`src/rtl/imm_ext_pipe_pkg.sv`:
```
// imm_ext_pipe_pkg
// Shared definitions for the fetch/decode immediate-extension stage:
//   - data width and immediate-field width
//   - immediate-select codes driven by the upstream select decoder
//   - the stored entry record and the occupancy state encoding
//   - imm_decode(): the immediate decoder, used by the imm_ext sub-module
package imm_ext_pipe_pkg;

  localparam int DATA_W   = 16;
  localparam int SEL_W    = 3;
  // Every immediate field lives in instr[10:0].
  localparam int IMM_SRC_W = 11;

  localparam logic [SEL_W-1:0] SEL_ZX5  = 3'b000;
  localparam logic [SEL_W-1:0] SEL_ZX8  = 3'b001;
  localparam logic [SEL_W-1:0] SEL_SX5  = 3'b010;
  localparam logic [SEL_W-1:0] SEL_SX8  = 3'b100;
  localparam logic [SEL_W-1:0] SEL_SX11 = 3'b110;

  typedef struct packed {
    logic [DATA_W-1:0] instr;
    logic [DATA_W-1:0] pc_inc;
    logic [DATA_W-1:0] imm;
    logic [DATA_W-1:0] tgt;
    logic              sel_err;
  } entry_t;

  typedef enum logic [1:0] {
    ST_EMPTY = 2'd0,
    ST_ONE   = 2'd1,
    ST_FULL  = 2'd2
  } occ_state_e;

  // Returns {sel_err, imm}. Undefined codes give imm = 0 with sel_err set;
  // the entry still flows so decode can raise the illegal-instruction trap.
  function automatic logic [DATA_W:0] imm_decode(input logic [IMM_SRC_W-1:0] src,
                                                 input logic [SEL_W-1:0]     sel);
    logic [DATA_W-1:0] imm;
    logic              err;
    imm = '0;
    err = 1'b0;
    case (sel)
      SEL_ZX5:  imm = {11'b0, src[4:0]};
      SEL_ZX8:  imm = {8'b0, src[7:0]};
      SEL_SX5:  imm = {{11{src[4]}}, src[4:0]};
      SEL_SX8:  imm = {{8{src[7]}}, src[7:0]};
      SEL_SX11: imm = {{5{src[10]}}, src[10:0]};
      default: begin
        imm = '0;
        err = 1'b1;
      end
    endcase
    return {err, imm};
  endfunction

endpackage

```
`src/rtl/imm_ext_pipe_if.sv`:
```
// imm_ext_pipe_if
// Upstream (in_*) and downstream (out_*) handshake bundle of imm_ext_pipe.
//   master: the environment side (fetch feeding in_*, decode consuming out_*)
//   slave : the stage itself
//
// Handshake: a transfer happens on a rising clk edge where valid and ready
// are both 1. The sender keeps valid and payload stable until that edge;
// ready may toggle freely and never depends combinationally on valid here.
interface imm_ext_pipe_if;
  import imm_ext_pipe_pkg::*;

  logic              in_valid;
  logic              in_ready;
  logic [DATA_W-1:0] in_instr;
  logic [DATA_W-1:0] in_pc_inc;
  logic [SEL_W-1:0]  in_sel;

  logic              out_valid;
  logic              out_ready;
  logic [DATA_W-1:0] out_instr;
  logic [DATA_W-1:0] out_pc_inc;
  logic [DATA_W-1:0] out_imm;
  logic [DATA_W-1:0] out_tgt;
  logic              out_sel_err;

  modport master (
    output in_valid, in_instr, in_pc_inc, in_sel, out_ready,
    input  in_ready, out_valid, out_instr, out_pc_inc, out_imm, out_tgt, out_sel_err
  );

  modport slave (
    input  in_valid, in_instr, in_pc_inc, in_sel, out_ready,
    output in_ready, out_valid, out_instr, out_pc_inc, out_imm, out_tgt, out_sel_err
  );

endinterface

```
`src/rtl/imm_ext_pipe_imm_ext.sv`:
```
// imm_ext
// Combinational immediate extender placed at the stage input.
//   instr   in  immediate source field, instr[10:0] of the fetched word
//   sel     in  immediate-select code
//   imm     out extended 16-bit immediate
//   sel_err out sel is one of the undefined codes
module imm_ext
  import imm_ext_pipe_pkg::*;
(
  input  logic [IMM_SRC_W-1:0] instr,
  input  logic [SEL_W-1:0]     sel,
  output logic [DATA_W-1:0]    imm,
  output logic                 sel_err
);

  always_comb begin
    {sel_err, imm} = imm_decode(instr, sel);
  end

endmodule

```
`src/rtl/imm_ext_pipe.sv`:
```
// imm_ext_pipe
// Fetch/decode boundary stage: extends the immediate and forms the
// PC-relative target at capture, then buffers up to two entries in a skid
// buffer so in_ready comes straight from a flop.
//   clk       in  rising-edge clock
//   rst_n     in  asynchronous active-low reset
//   flush     in  synchronous discard of held and incoming entries
//   bus       slave side of imm_ext_pipe_if (in_* accept, out_* present)
//   dbg_state out occupancy FSM state
module imm_ext_pipe
  import imm_ext_pipe_pkg::*;
(
  input  logic          clk,
  input  logic          rst_n,
  input  logic          flush,
  imm_ext_pipe_if.slave bus,
  output occ_state_e    dbg_state
);

  occ_state_e state_q, state_d;
  entry_t     head_q, tail_q;
  entry_t     new_entry;
  logic       in_ready_q;

  logic [DATA_W-1:0] new_imm;
  logic              new_err;

  logic accept, drain;
  logic load_head_new, load_head_tail, load_tail;

  imm_ext u_imm_ext (
    .instr   (bus.in_instr[IMM_SRC_W-1:0]),
    .sel     (bus.in_sel),
    .imm     (new_imm),
    .sel_err (new_err)
  );

  always_comb begin
    new_entry         = '0;
    new_entry.instr   = bus.in_instr;
    new_entry.pc_inc  = bus.in_pc_inc;
    new_entry.imm     = new_imm;
    new_entry.tgt     = bus.in_pc_inc + new_imm;  // wraps modulo 2^16
    new_entry.sel_err = new_err;
  end

  assign accept = bus.in_valid & in_ready_q;
  assign drain  = (state_q != ST_EMPTY) & bus.out_ready;

  // Next state and register-load selects. head_q is always the oldest entry.
  always_comb begin
    state_d        = state_q;
    load_head_new  = 1'b0;
    load_head_tail = 1'b0;
    load_tail      = 1'b0;
    case (state_q)
      ST_EMPTY: begin
        if (accept) begin
          state_d       = ST_ONE;
          load_head_new = 1'b1;
        end
      end
      ST_ONE: begin
        if (accept && !drain) begin
          state_d   = ST_FULL;
          load_tail = 1'b1;
        end else if (drain && !accept) begin
          state_d = ST_EMPTY;
        end else if (drain && accept) begin
          load_head_new = 1'b1;
        end
      end
      ST_FULL: begin
        // in_ready is low here, so accept cannot occur.
        if (drain) begin
          state_d        = ST_ONE;
          load_head_tail = 1'b1;
        end
      end
      default: state_d = ST_EMPTY;
    endcase
    // A same-cycle drain is still consumed downstream; the incoming entry
    // is dropped.
    if (flush) begin
      state_d        = ST_EMPTY;
      load_head_new  = 1'b0;
      load_head_tail = 1'b0;
      load_tail      = 1'b0;
    end
  end

  always_ff @(posedge clk or negedge rst_n) begin
    if (!rst_n) begin
      state_q    <= ST_EMPTY;
      in_ready_q <= 1'b1;
      head_q     <= '0;
      tail_q     <= '0;
    end else begin
      state_q    <= state_d;
      // Registered ready: derived from the next state, never from out_ready
      // within the same cycle.
      in_ready_q <= (state_d != ST_FULL);
      if (load_head_new) begin
        head_q <= new_entry;
      end else if (load_head_tail) begin
        head_q <= tail_q;
      end
      if (load_tail) begin
        tail_q <= new_entry;
      end
    end
  end

  assign bus.in_ready    = in_ready_q;
  assign bus.out_valid   = (state_q != ST_EMPTY);
  assign bus.out_instr   = head_q.instr;
  assign bus.out_pc_inc  = head_q.pc_inc;
  assign bus.out_imm     = head_q.imm;
  assign bus.out_tgt     = head_q.tgt;
  assign bus.out_sel_err = head_q.sel_err;
  assign dbg_state       = state_q;

endmodule
```
`src/flat_wrapper.sv`:
```
// flat-port wrapper written by rule: the top's interface ports become plain ports
module imm_ext_pipe_flat import imm_ext_pipe_pkg::*;
  (clk, rst_n, flush, dbg_state, bus_in_valid, bus_in_instr, bus_in_pc_inc, bus_in_sel, bus_out_ready, bus_in_ready, bus_out_valid, bus_out_instr, bus_out_pc_inc, bus_out_imm, bus_out_tgt, bus_out_sel_err);
  imm_ext_pipe_if bus_i ();
  input  logic clk;
  input  logic rst_n;
  input  logic flush;
  output occ_state_e dbg_state;
  input wire logic [$bits(bus_i.in_valid)-1:0] bus_in_valid;
  input wire logic [$bits(bus_i.in_instr)-1:0] bus_in_instr;
  input wire logic [$bits(bus_i.in_pc_inc)-1:0] bus_in_pc_inc;
  input wire logic [$bits(bus_i.in_sel)-1:0] bus_in_sel;
  input wire logic [$bits(bus_i.out_ready)-1:0] bus_out_ready;
  output wire logic [$bits(bus_i.in_ready)-1:0] bus_in_ready;
  output wire logic [$bits(bus_i.out_valid)-1:0] bus_out_valid;
  output wire logic [$bits(bus_i.out_instr)-1:0] bus_out_instr;
  output wire logic [$bits(bus_i.out_pc_inc)-1:0] bus_out_pc_inc;
  output wire logic [$bits(bus_i.out_imm)-1:0] bus_out_imm;
  output wire logic [$bits(bus_i.out_tgt)-1:0] bus_out_tgt;
  output wire logic [$bits(bus_i.out_sel_err)-1:0] bus_out_sel_err;
  assign bus_i.in_valid = bus_in_valid;
  assign bus_i.in_instr = bus_in_instr;
  assign bus_i.in_pc_inc = bus_in_pc_inc;
  assign bus_i.in_sel = bus_in_sel;
  assign bus_i.out_ready = bus_out_ready;
  assign bus_in_ready = bus_i.in_ready;
  assign bus_out_valid = bus_i.out_valid;
  assign bus_out_instr = bus_i.out_instr;
  assign bus_out_pc_inc = bus_i.out_pc_inc;
  assign bus_out_imm = bus_i.out_imm;
  assign bus_out_tgt = bus_i.out_tgt;
  assign bus_out_sel_err = bus_i.out_sel_err;
  imm_ext_pipe u_core (.clk(clk), .rst_n(rst_n), .flush(flush), .bus(bus_i), .dbg_state(dbg_state));
endmodule
```
`config.mk`:
```
export PLATFORM = sky130hd
export DESIGN_NAME = imm_ext_pipe_flat
export DESIGN_NICKNAME = d
export VERILOG_FILES = /design/src/rtl/imm_ext_pipe_pkg.sv /design/src/rtl/imm_ext_pipe_if.sv /design/src/rtl/imm_ext_pipe_imm_ext.sv /design/src/rtl/imm_ext_pipe.sv /design/src/flat_wrapper.sv
export SDC_FILE = /design/constraint.sdc
export NUM_CORES = 1
export LEC_CHECK = 0
export ABC_AREA = 1
export BUFFER_PORTS_ARGS = -buffer_cell sky130_fd_sc_hd__buf_2
export CAP_MARGIN = 20
export CORE_MARGIN = 4
export CORE_UTILIZATION = 53
export CTS_CLUSTER_DIAMETER = 40
export DETAILED_ROUTE_END_ITERATION = 12
export GPL_TIMING_DRIVEN = 0
export PLACE_DENSITY = 0.78
export SETUP_SLACK_MARGIN = 0.3
export SLEW_MARGIN = 20
export SYNTH_ARGS = -nofsm -noshare
export SYNTH_HDL_FRONTEND = slang
export SYNTH_HIERARCHICAL = 1
export SYNTH_SLANG_ARGS = --single-unit
```
`constraint.sdc`:
```
create_clock -name clk -period 4.3 [get_ports clk]
set_input_delay 0.215 -clock clk [delete_from_list [all_inputs] [get_ports clk]]
set_output_delay 0.215 -clock clk [all_outputs]
set_load 0.02 [all_outputs]
```
---- After elaboration in Yosys (flattened, before gate mapping) ----
Cells that the tools add are included.
storage, ports and cells
  flip-flop bits (word level) ............. 133
  bits in latches ......................... 0
  RAM bits ................................ 0
  memory bits (read-only) ................. 0
  input port bits ......................... 40
  output and inout port bits .............. 69
  word-level logic and storage cells ...... 54
  memories ................................ 0
operators by class
  $add $sub $neg .......................... 1
  multipliers ............................. 0
  divide/modulo/power cells ............... 0
  $lt $le $gt $ge ......................... 0
  equality and inequality tests ........... 7
  shift operators ......................... 0
  multiplexer cells ....................... 22
  bitwise logic cells ..................... 2
  reductions and logical operators ........ 10
operators by type and width
  operator                                             count
  2-to-1 mux 65 bit                                    2
  case mux 16 bit (5 select lines)                     1
  adder 16 bit                                         1
  2-to-1 mux 1 bit                                     12
  2-to-1 mux 2 bit                                     5
  equality test 3 bit, second input constant           2
  case mux 2 bit (3 select lines)                      1
  OR reduction 5 bit                                   1
  nonzero test 2 bit                                   2
  equality test 3 x 1 -> 1 bit, second input constant  1
  equality test 3 x 2 -> 1 bit, second input constant  1
  logical AND 1 bit                                    3
  zero test 3 bit                                      1
  bitwise AND 1 bit                                    2
  equality test 2 x 1 -> 1 bit, second input constant  1
  equality test 2 bit, second input constant           1
  zero test 1 bit                                      2
  zero test 2 bit                                      1
  inequality test 2 bit, second input constant         1
  case mux 1 bit (2 select lines)                      1

---- Logic depth before layout (Yosys ltp) ----
  depth after elaboration ................. 9
  depth in mapped cells ................... 15
  gate-level depth less buffers ........... 14

---- By module ----
Netlist, hierarchy kept.
modules (own cells, without submodules)
  module        instances  cells each  area an instance (um^2)  seq. area each (um^2)
  imm_ext_pipe  1          778         6337.3                   3329.4
  imm_ext       1          39          188.9                    0.0

---- Worst setup path after synthesis ----
OpenSTA, ideal clock, no wires.
  path kind ............................... in2reg
  start ................................... input port bus_in_sel[0]
  end ..................................... register u_core.head_q (netlist bit u_core/bus.out_tgt[6])
  setup time .............................. 0.124 ns
  arrival ................................. 1.797 ns
  data required time ...................... 4.176 ns
  setup slack ............................. 2.379 ns
  stages .................................. 12
  path buffers ............................ 0
  path through ............................ inv_1 -> nor2_4 -> nor2_1 -> ha_1 -> fa_1 -> nand2_1 -> nand2_1 -> nand3b_1 -> nand2_1 -> or2_2 -> nand3_1 -> nand3_1
RTL lines
  item                  line                 RTL
  from (decl)           flat_wrapper.sv:12   input wire logic [$bits(bus_i.in_sel)-1:0] bus_in_sel;
  to (signal assigned)  imm_ext_pipe.sv:104  head_q <= new_entry;
  to (signal assigned)  imm_ext_pipe.sv:106  head_q <= tail_q;
  to (decl)             imm_ext_pipe.sv:21   entry_t head_q, tail_q;

==> results_dict.tcl <==
set metrics [dict create \
    worst_hold_path_type "in -> reg" \
    synth_warnings 6 \
    cp-end-kind "flip-flop" \
    clockBufferDepth 2 \
    core-area_sq_um 12000 \
    io_pins 109 \
    post-cts-setup-buffers 0 \
    numCtsBuffers 17 \
    syn-num-nets 873 \
    pwr_density_cell_nw_per_um2 521 \
    max_freq_mhz 456 \
    cp_data_arrival_time_ns 2.51 \
    rrSetupSlack_ns 2.65 \
    wl_per_cell_microns 15.6 \
    dr.pass1.iters 6 \
    ys_seq_area_frac 0.510 \
    grt_util_all_layers 0.256 \
    root_buffer "clkbuf_16" \
    drive_above_1_share 0.195 \
    portBuffers 108 \
    rows 40 \
    num_vias 5882 \
    die_height_microns 119 \
    synth.distinct_cells 31 \
    cp_data_required_time_ns 4.61 \
    grt_max_degree 79 \
    cellLeakagePower_nw 4.61 \
    status "finished clean" \
    overflow 0 \
    rsz0062_at_grt "no" \
    timing.rr.end "u_core/tail_q[14]$_DFFE_PN0P_" \
    path_max_fanout 8 \
    yosys.area.top_type_share 0.506 \
    irDropWorstVdd_mv 0.288 \
    syn_area_sq_um 6530 \
    die_x_microns 119 \
    clk_pin_slew_ns 0.05 \
    syn_inst 817 \
    worstMarginPinSlew_ns 0.602 \
    start_kind "input port" \
    syn_avg_cell_area_sq_um 7.99 \
    whs_ns 0.0130 \
    path_class "in -> reg" \
    cts_tree "built" \
    antenna_found_initial 1 \
    setup_tns_ns 0 \
    gp_congestion 0.940 \
    drt_iter0_markers 591 \
    routed_wirelength_microns 17200 \
    r2r.worst_path.cells 7 \
    layout_commonest_cell "nand2_1" \
    diodes 0 \
    setup_violations 0 \
    skew_ns 0.00697 \
    synthTopCellsByArea "dfrtp_1 51%, nand2_1 24%, a22oi_1 5.9%" \
    areaGrowthSynthToFinish_pct 22.0 \
    synth_seq_cells 133 \
    grt_pass1_vias 5664 \
    fin_nets 1002 \
    clk_latency_ns 0.43 \
    n_fill_cell 1008 \
    ant_nets 0 \
    relSlewSlack 0.598 \
    final.period_utilization 0.510 \
    cts_resized 0 \
    clock-sinks 133 \
    drc 0 \
    period_needed_ns 2.19 \
    via_per_inst 5.32 \
    initial_core_util 0.543 \
    hold_buffers 1 \
    crit_end "u_core/bus.out_tgt[15]$_DFFE_PN0P_" \
    grt_pass1_wl_microns 28500 \
    die_area_sq_um 14200 \
    yosysTopAreaCell "dfrtp_1" \
    hold_viol_final 0 \
    layout_common_cells "417 x nand2_1, 132 x dfrtp_1, 124 x buf_2" \
    regToRegStartpoint "u_core/bus.in_ready$_DFF_PN1_" \
    crit_start "bus_in_instr[4]" \
    h-tree-depth 4 \
    finalMaxSlewViolations 0 \
    cap_violations 0 \
    dp_hpwl_microns 12300 \
]
-- metrics by stage --
stage          area, sq um  total power [mW]  utilization  setup slack, ns  cells
2_1_floorplan         6530              2.22            -             2.38    817
3_3_place_gp          7250              2.50        0.604             1.25   1072
3_5_place_dp          7290              2.53        0.607             1.77   1073
4_1_cts               7960              4.16        0.663             2.23   1106
5_1_grt               7960              4.36        0.663             1.89   1106
6_report              7960              4.15        0.663             2.11   1106
-- area by class of cell --
type	instances	area, sq um	share of cell area
Multi-Input combinational cell	585	2710	0.341
Timing Repair Buffer	110	588	0.0738
Clock inverter	11	195	0.0245
Buffer	38	254	0.0319
Sequential cell	133	3330	0.418
Inverter	61	229	0.0288
Clock buffer	21	470	0.0591
Tap cell	147	184	0.0231
-- metal layers --
metal | up-vias | track usage | share of wire
met2 | 227 | 0.398 | 0.46
met4 | 2 | 0.0797 | 0.015
met5 | - | 0 | 0.00076
met1 | 2786 | 0.353 | 0.45
met3 | 26 | 0.0712 | 0.071
li1 | 2841 | - | -
-- kinds of logic (layout without fill, tap and decap cells) --
kind of cell             after synthesis  after routing  synth area share
AND/OR/NAND/NOR                      490            490             0.298
flip-flops                           133            133             0.510
buffers and inverters                 99            241            0.0740
AO/OA/AOI/OAI                         72             72            0.0763
adder cells (fa/ha/maj)               16             16            0.0318
XOR/XNOR                               7              7           0.00939
-- where the power goes --
part           internal (mW)  switching [mW]
clock                   1.08           0.553
sequential              1.53           0.144
combinational          0.302           0.549
-- worst max-delay path, cell delays in order --
cell	delay (ns)
buf_2	0.13
nand2_1	0.07
inv_1	0.04
nand2_1	0.14
nand3_1	0.42
buf_4	0.31
ha_1	0.34
nand2_1	0.14
inv_1	0.05
nand2_1	0.06
nand2_1	0.06
a21oi_1	0.20
nand3_1	0.15
nand3_1	0.12
nand2_1	0.06
-- flip-flops by register name, indices dropped and copies added, names as in the netlist --
signal,flops
u_core/bus.in_ready,1
u_core/bus.out_instr,16
u_core/bus.out_sel_err,1
u_core/tail_q,65
u_core/dbg_state,2
u_core/bus.out_imm,16
u_core/bus.out_tgt,16
u_core/bus.out_pc_inc,16
-- synth_stat cells --
library cell,instances
a21oi_1,9
a22oi_1,51
a31oi_1,2
and2_1,1
buf_2,17
buf_4,10
buf_6,7
clkbuf_1,4
dfrtp_1,132
dfstp_2,1
fa_1,1
ha_1,15
inv_1,55
inv_2,6
nand2_1,417
nand2_2,1
nand3_1,36
nand3b_1,3
nand4_1,1
nand4_4,1
nor2_1,22
nor2_2,1
nor2_4,2
nor3_1,3
o211ai_1,2
o21ai_0,7
o21bai_1,1
or2_0,1
or2_2,1
xnor2_1,4
xor2_1,3
-- how the worst min path moves through the flow --
stage	start	endpoint	slack [ns]	cells past startpoint
floorplan	rst_n	u_core/bus.out_imm[0]$_DFFE_PN0P_	-0.08	0
finish	bus_in_instr[12]	u_core/tail_q[61]$_DFFE_PN0P_	0.01	3
detailed placement	rst_n	u_core/bus.out_instr[12]$_DFFE_PN0P_	0.23	1
global placement	bus_in_instr[12]	u_core/tail_q[61]$_DFFE_PN0P_	0.43	3
global route	bus_in_instr[14]	u_core/tail_q[63]$_DFFE_PN0P_	0.01	3
CTS	bus_in_instr[12]	u_core/tail_q[61]$_DFFE_PN0P_	0.0003	3
Power figures use the tool's default switching activity.
